===== src/rtl/flash_arb_pkg.sv =====
// Shared types and defaults for the flash access arbiter.
// Holds the FSM encoding, the default timing parameters and a saturating-increment helper.
package flash_arb_pkg;

  typedef enum logic [1:0] {
    StIdle   = 2'd0,
    StGrant0 = 2'd1,
    StGrant1 = 2'd2,
    StDrain  = 2'd3
  } arb_state_e;

  localparam int unsigned DefSwitchGap     = 4;
  localparam int unsigned DefTimeoutCycles = 65535;
  localparam int unsigned CntW             = 17;

  function automatic logic [CntW-1:0] sat_inc(input logic [CntW-1:0] v);
    return (&v) ? v : v + 1'b1;
  endfunction

endpackage


===== src/rtl/flash_arb_rr.sv =====
// Two-way round-robin picker for the flash arbiter.
// Tracks which requester was granted last; on a tie the other requester wins.
module flash_arb_rr (
  input  logic clk,
  input  logic rst,
  input  logic en,
  input  logic elig0,
  input  logic elig1,
  output logic pick0,
  output logic pick1
);

  logic last_q, last_d;

  always_comb begin
    pick0  = en & elig0 & (~elig1 | last_q);
    pick1  = en & elig1 & (~elig0 | ~last_q);
    last_d = last_q;
    if (pick0) begin
      last_d = 1'b0;
    end else if (pick1) begin
      last_d = 1'b1;
    end
  end

  // Reset to 1 so requester 0 wins the first tie.
  always_ff @(posedge clk) begin
    if (rst) begin
      last_q <= 1'b1;
    end else begin
      last_q <= last_d;
    end
  end

endmodule


===== src/rtl/flash_access_arbiter.sv =====
// Arbitrates the flash engine between the playback/record controller (r0) and the host port (r1),
// with a forced-revocation watchdog and a mode-switch gap before the next owner.
module flash_access_arbiter
  import flash_arb_pkg::*;
#(
  parameter int unsigned SWITCH_GAP     = DefSwitchGap,
  parameter int unsigned TIMEOUT_CYCLES = DefTimeoutCycles
) (
  input  logic       clk,
  input  logic       rst,
  input  logic       r0_req,
  input  logic       r0_wren,
  input  logic       r0_rden,
  input  logic [7:0] r0_data,
  input  logic       r0_latch,
  input  logic       r0_continue,
  output logic       r0_grant,
  output logic       r0_ready,
  input  logic       r1_req,
  input  logic       r1_wren,
  input  logic       r1_rden,
  input  logic [7:0] r1_data,
  input  logic       r1_latch,
  input  logic       r1_continue,
  output logic       r1_grant,
  output logic       r1_ready,
  output logic [7:0] f_data,
  output logic       f_latch,
  output logic       f_continue,
  output logic       f_wren,
  output logic       f_rden,
  input  logic       f_ready,
  output logic       timeout_pulse
);

  localparam logic [CntW-1:0] TimeoutVal = CntW'(TIMEOUT_CYCLES);
  localparam logic [CntW-1:0] GapVal     = CntW'(SWITCH_GAP);

  arb_state_e      state_q, state_d;
  logic [CntW-1:0] idle_q, idle_d;
  logic [CntW-1:0] gap_q, gap_d;
  logic            block0_q, block0_d, block1_q, block1_d;
  logic            r0_grant_q, r1_grant_q;
  logic            timeout_q, timeout_d;
  logic            arb_en, pick0, pick1;
  logic            in_grant, idle_hit, gap_done;

  assign arb_en   = (state_q == StIdle);
  assign in_grant = (state_q == StGrant0) || (state_q == StGrant1);
  assign idle_hit = (idle_q == TimeoutVal);
  // gap_q counts DRAIN cycles including the current one.
  assign gap_done = (gap_q >= GapVal);

  flash_arb_rr u_rr (
    .clk   (clk),
    .rst   (rst),
    .en    (arb_en),
    .elig0 (r0_req & ~block0_q),
    .elig1 (r1_req & ~block1_q),
    .pick0 (pick0),
    .pick1 (pick1)
  );

  // State register.
  always_ff @(posedge clk) begin
    if (rst) begin
      state_q    <= StIdle;
      r0_grant_q <= 1'b0;
      r1_grant_q <= 1'b0;
    end else begin
      state_q    <= state_d;
      r0_grant_q <= (state_d == StGrant0);
      r1_grant_q <= (state_d == StGrant1);
    end
  end

  // Next-state logic.
  always_comb begin
    state_d = state_q;
    unique case (state_q)
      StIdle: begin
        if (pick0) begin
          state_d = StGrant0;
        end else if (pick1) begin
          state_d = StGrant1;
        end
      end
      StGrant0: if (!r0_req || idle_hit) state_d = StDrain;
      StGrant1: if (!r1_req || idle_hit) state_d = StDrain;
      StDrain:  if (gap_done && f_ready) state_d = StIdle;
      default:  state_d = StIdle;
    endcase
  end

  // Output logic: the flash side is only driven while a grant is held.
  always_comb begin
    f_data     = 8'h00;
    f_latch    = 1'b0;
    f_continue = 1'b0;
    f_wren     = 1'b0;
    f_rden     = 1'b0;
    r0_ready   = 1'b0;
    r1_ready   = 1'b0;
    unique case (state_q)
      StGrant0: begin
        f_data     = r0_data;
        f_latch    = r0_latch & f_ready;
        f_continue = r0_continue;
        f_wren     = r0_wren;
        f_rden     = r0_rden & ~r0_wren;
        r0_ready   = f_ready;
      end
      StGrant1: begin
        f_data     = r1_data;
        f_latch    = r1_latch & f_ready;
        f_continue = r1_continue;
        f_wren     = r1_wren;
        f_rden     = r1_rden & ~r1_wren;
        r1_ready   = f_ready;
      end
      default: ;
    endcase
  end

  // Watchdog, gap counter and block flags.
  always_comb begin
    timeout_d = 1'b0;
    block0_d  = block0_q & r0_req;
    block1_d  = block1_q & r1_req;
    if (state_q == StGrant0 && idle_hit) begin
      timeout_d = 1'b1;
      block0_d  = 1'b1;
    end
    if (state_q == StGrant1 && idle_hit) begin
      timeout_d = 1'b1;
      block1_d  = 1'b1;
    end

    if (pick0 || pick1) begin
      idle_d = '0;
    end else if (in_grant && f_latch) begin
      idle_d = '0;
    end else begin
      idle_d = sat_inc(idle_q);
    end

    // Preload 1 outside DRAIN so the first DRAIN cycle counts as one.
    if (state_q != StDrain) begin
      gap_d = CntW'(1);
    end else begin
      gap_d = sat_inc(gap_q);
    end
  end

  always_ff @(posedge clk) begin
    if (rst) begin
      idle_q    <= '0;
      gap_q     <= '0;
      block0_q  <= 1'b0;
      block1_q  <= 1'b0;
      timeout_q <= 1'b0;
    end else begin
      idle_q    <= idle_d;
      gap_q     <= gap_d;
      block0_q  <= block0_d;
      block1_q  <= block1_d;
      timeout_q <= timeout_d;
    end
  end

  assign r0_grant      = r0_grant_q;
  assign r1_grant      = r1_grant_q;
  assign timeout_pulse = timeout_q;

endmodule


===== config.mk =====
export PLATFORM = sky130hd
export DESIGN_NAME = flash_access_arbiter
export DESIGN_NICKNAME = d
export VERILOG_FILES = /design/src/rtl/flash_arb_pkg.sv /design/src/rtl/flash_arb_rr.sv /design/src/rtl/flash_access_arbiter.sv
export SDC_FILE = /design/constraint.sdc
export NUM_CORES = 1
export LEC_CHECK = 0
export BUFFER_PORTS_ARGS = -buffer_cell sky130_fd_sc_hd__buf_2
export CAP_MARGIN = 20
export CORE_ASPECT_RATIO = 0.7
export CORE_UTILIZATION = 50
export CTS_BUF_LIST = sky130_fd_sc_hd__clkbuf_16
export CTS_CLUSTER_DIAMETER = 150
export DETAILED_ROUTE_END_ITERATION = 7
export PLACE_DENSITY = 0.74
export SYNTH_ARGS = -nofsm -noshare
export SYNTH_HDL_FRONTEND = slang
export SYNTH_HIERARCHICAL = 1
export SYNTH_SLANG_ARGS = --single-unit

===== constraint.sdc =====
create_clock -name clk -period 3.8 [get_ports clk]
set_clock_uncertainty 0.15 [all_clocks]
set_input_delay 0.38 -clock clk [delete_from_list [all_inputs] [get_ports clk]]
set_output_delay 0.38 -clock clk [all_outputs]
set_load 0.03 [all_outputs]

# After elaboration in Yosys (flattened, before gate mapping)
# Cells that the tools add are included.
[word_totals] register_bits=42 elab_cells=79 out_inout_bits=17
[classes] bitwise_logic=21 n_eq_ne=8 n_lt_le_gt_ge=1 n_mux=21 n_addsub=2 n_reduce_logical=16
[op_table] cell="17-bit by 1-bit adder with 17-bit output (second input constant)" count=2
[op_table] cell="17-bit AND reduction" count=2
[op_table] cell="17-bit by 16-bit equality test with 1-bit output (second input constant)" count=1
[op_table] cell="17-bit by 3-bit >= comparator with 1-bit output (second input constant)" count=1
[op_table] cell="8-bit case mux with 2 select lines" count=1
[op_table] cell="1-bit AND" count=12
[op_table] cell="1-bit two-way mux" count=10
[op_table] cell="2-bit two-way mux" count=5
[op_table] cell="1-bit case mux with 2 select lines" count=4
[op_table] cell="2-bit case mux with 4 select lines" count=1
[op_table] cell="1-bit NOT" count=7
[op_table] cell="2-bit equality test (second input constant)" count=3
[op_table] cell="2-bit by 1-bit equality test with 1-bit output (second input constant)" count=2
[op_table] cell="1-bit logical AND" count=4
[op_table] cell="1-bit logical OR" count=4
[op_table] cell="2-bit != test (second input constant)" count=2
[op_table] cell="3-bit OR reduction" count=1
[op_table] cell="1-bit logical NOT" count=2
[op_table] cell="2-bit logical NOT" count=1
[op_table] cell="1-bit OR" count=2
[op_table] cell="2-bit nonzero test" count=1
[op_table] cell="2-bit OR reduction" count=1

# Depth between registers and ports, before layout
[depth] ltp_word=9 ltp_mapped=10

# Modules after synthesis
# Netlist, hierarchy kept.
[modules_own_cells] module="flash_access_arbiter" cells_per_inst=264 instances=1 seq_area_each_um2=820.8 area_each_um2=2237.1
[modules_own_cells] module="flash_arb_rr" cells_per_inst=8 instances=1 seq_area_each_um2=20.0 area_each_um2=58.8

# Least setup slack after synthesis
# Ideal clock, no wire load.
[synth_path] path_kind="reg-to-output" from="reg state_q[0]" to="out f_rden" setup_slack_ps=1501 path_stages_with_launch=6 arrival_time_ps=1769 path_cell_list="dfxtp_1 inv_1 ha_1 clkbuf_1 nand3b_1 a21boi_0"
[synth_via] elab_chain_len=2 elab_cells_between_ends=3 cone_classes="eq/ne (2); mux (1)"
[synth_rtl] element="start: declaration" line="flash_access_arbiter.sv:39" text="arb_state_e state_q, state_d;"
[synth_rtl] element="start signal: assignment" line="flash_access_arbiter.sv:67" text="state_q <= StIdle;"
[synth_rtl] element="start signal: assignment" line="flash_access_arbiter.sv:71" text="state_q <= state_d;"
[synth_rtl] element="2-bit equality test or 2-bit by 1-bit equality test with 1-bit output (tied branches)" line="flash_access_arbiter.sv:104" text="unique case (state_q)"
[synth_rtl] element="1-bit case mux with 2 select lines *" line="flash_access_arbiter.sv:104"
[synth_rtl] element="end: declaration" line="flash_access_arbiter.sv:31" text="output logic f_rden,"
# Mark *: on every way between the ends. The rest lies on a longest branch, timed or not.

# Worst setup path after layout
[layout_path] from="reg state_q[0]" to="out f_latch"
[layout_via] elab_chain_len=2 elab_cells_between_ends=3 cone_classes="eq/ne (2); mux (1)"
[layout_rtl] element="2-bit equality test or 2-bit by 1-bit equality test with 1-bit output (tied branches)" line="flash_access_arbiter.sv:104"
[layout_rtl] element="1-bit case mux with 2 select lines *" line="flash_access_arbiter.sv:104"
[layout_rtl] element="end: declaration" line="flash_access_arbiter.sv:28" text="output logic f_latch,"
# Marks and branches as above.

==> reports/results.ini <==
[final_layout]
post_route_cells_drive_above_1_share = 0.185
num_antenna_cells = 0
final_area_sq_um = 2680
layout.filler_cells = 389
final_net_count = 352
final_core_utilization = 0.613
synthToLayoutAreaGrowth_pct = 16.9

[clocking]
cts_inserted_buffers = 5
clock_tree.htree_level_count = 2
cts_tree = yes
cts_resized = 0
ctsRootBufferMaster = sky130_fd_sc_hd__clkbuf_16
clock_transition_at_path_regs_ns = 0.06
post-cts-setup-buffer-count = 0
number_of_buffers_on_the_longest_clock_path = 2
hold_buffer_count_at_cts = 0
worst_skew_pair.late_latency_ns = 0.28
cts.sink_count = 42

[yosys]
synth_most_common_cell = sky130_fd_sc_hd__dfxtp_1
number_of_enable_type_register_cells_in_the_synthesized_netlist = 0
synth_nets = 311
synthCells = 272
synth.top_cells.by_area = sky130_fd_sc_hd__dfxtp_1, sky130_fd_sc_hd__nor2_1, sky130_fd_sc_hd__ha_1
synth_cell_type_count = 45
synth_top_flop_cell = sky130_fd_sc_hd__dfxtp_1
synth-async-reset-ratio = 0
post_synth_instance_area_sq_um = 2300
ys.warnings.count = 6
yosys.area.top_type_share = 0.366
synthesis.area_per_instance_sq_um = 8.44
synth.top_cells.by_count = sky130_fd_sc_hd__dfxtp_1, sky130_fd_sc_hd__nor2_1, sky130_fd_sc_hd__nor2b_1
seq_total_area_yosys = 0.366
synth_area_leader_cell = sky130_fd_sc_hd__dfxtp_1
synth-seq-cells = 42

[global_route]
gr-usage-all-layers = 0.211
grt_pass1_wl_um = 8280
first_global_vias = 1798
maximum_number_of_pins_on_one_net_before_global_route_repair = 18
antenna_found_initial = 0
grt.overflow.total = 0

[die]
design.die.area_sq_um = 4870
coreArea_sq_um = 4380
ios = 46
initial_core_utilization = 0.524
placement_rows = 20
floorplan.die.width_um = 83.0
floorplan.die.height_um = 58.7

[power_and_ir_drop]
max-vdd-ir-drop_v = 0.000230
power.density_nw_per_um2 = 475
leakage_nw = 1.02

[timing]
setup_viol_count_final = 0
final_max_slew_viol_count = 0
final.min_clock_period_ns = 2.52
period_share = 0.662
slew_hr = 0.588
max_slew.worst_pin.slew_ns = 0.618
rsz0062_at_grt = false
timing.fmax_mhz = 398
setup_tns_ns = 0
post_route_worst_setup_slack_ns = 1.28
hold_slack_ns = 0.226
hold_viol_final = 0

[detailed_routing]
dr.pass1.iters = 4
wire_per_inst_um = 13.3
antenna_left = 0
drcViolationCount = 0
vias = 2042
routed_wirelength_um = 4900
post_drt_via_cell_ratio = 5.53
dr.first_iter.drc_count = 90

[place]
placed_area_sq_um = 2550
placement.io_buffers = 45
place_ws_ns = 1.33
post_detailed_placement_half_perimeter_wirelength_um = 3570
final_weighted_congestion_in_routability_driven_placement = 0.856

[job]
maximum_capacitance_violations = 0

[worst_setup_path]
worst-endpoint-required_ns = 3.27
maximum_fanout_along_the_worst_path = 15
timing.critical_path.to_type = output port
worst-endpoint-arrival_ns = 1.99
r2r_slack_ns = 1.34
worst-setup-path-type = reg -> out
crit_path_start_kind = flip-flop

[worst_hold_path]
hold_class = in -> reg

[run_status]
result_of_the_run = finished clean

==> area by class of cell <==
| cell class | count | area, sq um | area share |
|---|---|---|---|
| Multi-Input combinational cell | 207 | 1370 | 0.509 |
| Sequential cell | 42 | 841 | 0.313 |
| Timing Repair Buffer | 45 | 225 | 0.0839 |
| Clock buffer | 5 | 125 | 0.0466 |
| Tap cell | 55 | 68.8 | 0.0256 |
| Inverter | 12 | 45.0 | 0.0168 |
| Clock inverter | 3 | 12.5 | 0.00466 |
==> where the power goes <==
| part | internal, W | total [W] | switching (W) | leakage [nW] |
|---|---|---|---|---|
| combinational | 0.000151 | 0.000395 | 0.000244 | 0.605 |
| sequential | 0.000464 | 0.000485 | 0.0000211 | 0.340 |
| clock | 0.000237 | 0.000396 | 0.000158 | 0.0724 |
==> state kept, by name (all words and copies together) (netlist names) <==
signal         flops
r1_grant           1
gap_q             17
block0_q           1
block1_q           1
state_q            2
timeout_pulse      1
r0_grant           1
u_rr/last_q        1
idle_q            17
==> logic make-up (layout without fill, tap and decap cells) <==
logic type,Yosys count,after routing,share of synthesized area
buffers and inverters,23,65,0.0387
adders and majority gates,10,10,0.0545
DFF,42,42,0.366
AOI/OAI and AO/OA,47,47,0.134
and+or+nand+nor,127,127,0.315
xor gates and xnor gates,19,19,0.0725
muxes,4,4,0.0196
==> worst paths after layout <==
kind              start         end  cells after the start
max          state_q[0]     f_latch                      5
min              r0_req    block0_q                      3
max reg2reg  state_q[0]  idle_q[11]                      8
min reg2reg   gap_q[15]   gap_q[15]                      2
==> worst max-delay path: stages (launching register included) <==
cell and delay [ns]:
sky130_fd_sc_hd__dfxtp_1 0.35, sky130_fd_sc_hd__inv_1 0.11, sky130_fd_sc_hd__ha_1 0.49, sky130_fd_sc_hd__mux2_4 0.37, sky130_fd_sc_hd__and3_1 0.20, sky130_fd_sc_hd__buf_2 0.18
==> cell usage in the layout, fill, tap and decap left out, drive strengths merged, types with 6 or more instances in the layout <==
master   n
xor2    11
inv     13
buf     45
nand2   14
o21ai    9
xnor2    8
nor2    34
nand4    9
a21oi   14
or3      8
nor2b   15
nand3    8
dfxtp   42
ha      10
a22oi   12
nor4     6
==> stage by stage <==
stage | total power, W | cells
3_3_place_gp | 0.000882 | 361
4_1_cts | 0.00129 | 369
3_5_place_dp | 0.000887 | 361
6_report | 0.00128 | 369
5_1_grt | 0.00135 | 369
2_1_floorplan | 0.000793 | 272
==> per-layer routing <==
metal / vias up / track usage / wire, um
met5: - / 0 / 0
met4: 0 / 0.0517 / 19
met3: 2 / 0.0505 / 340
met2: 69 / 0.329 / 2000
met1: 919 / 0.299 / 2540
li1: 1052 / - / -
Note: power is estimated with default switching activity, not from simulation.
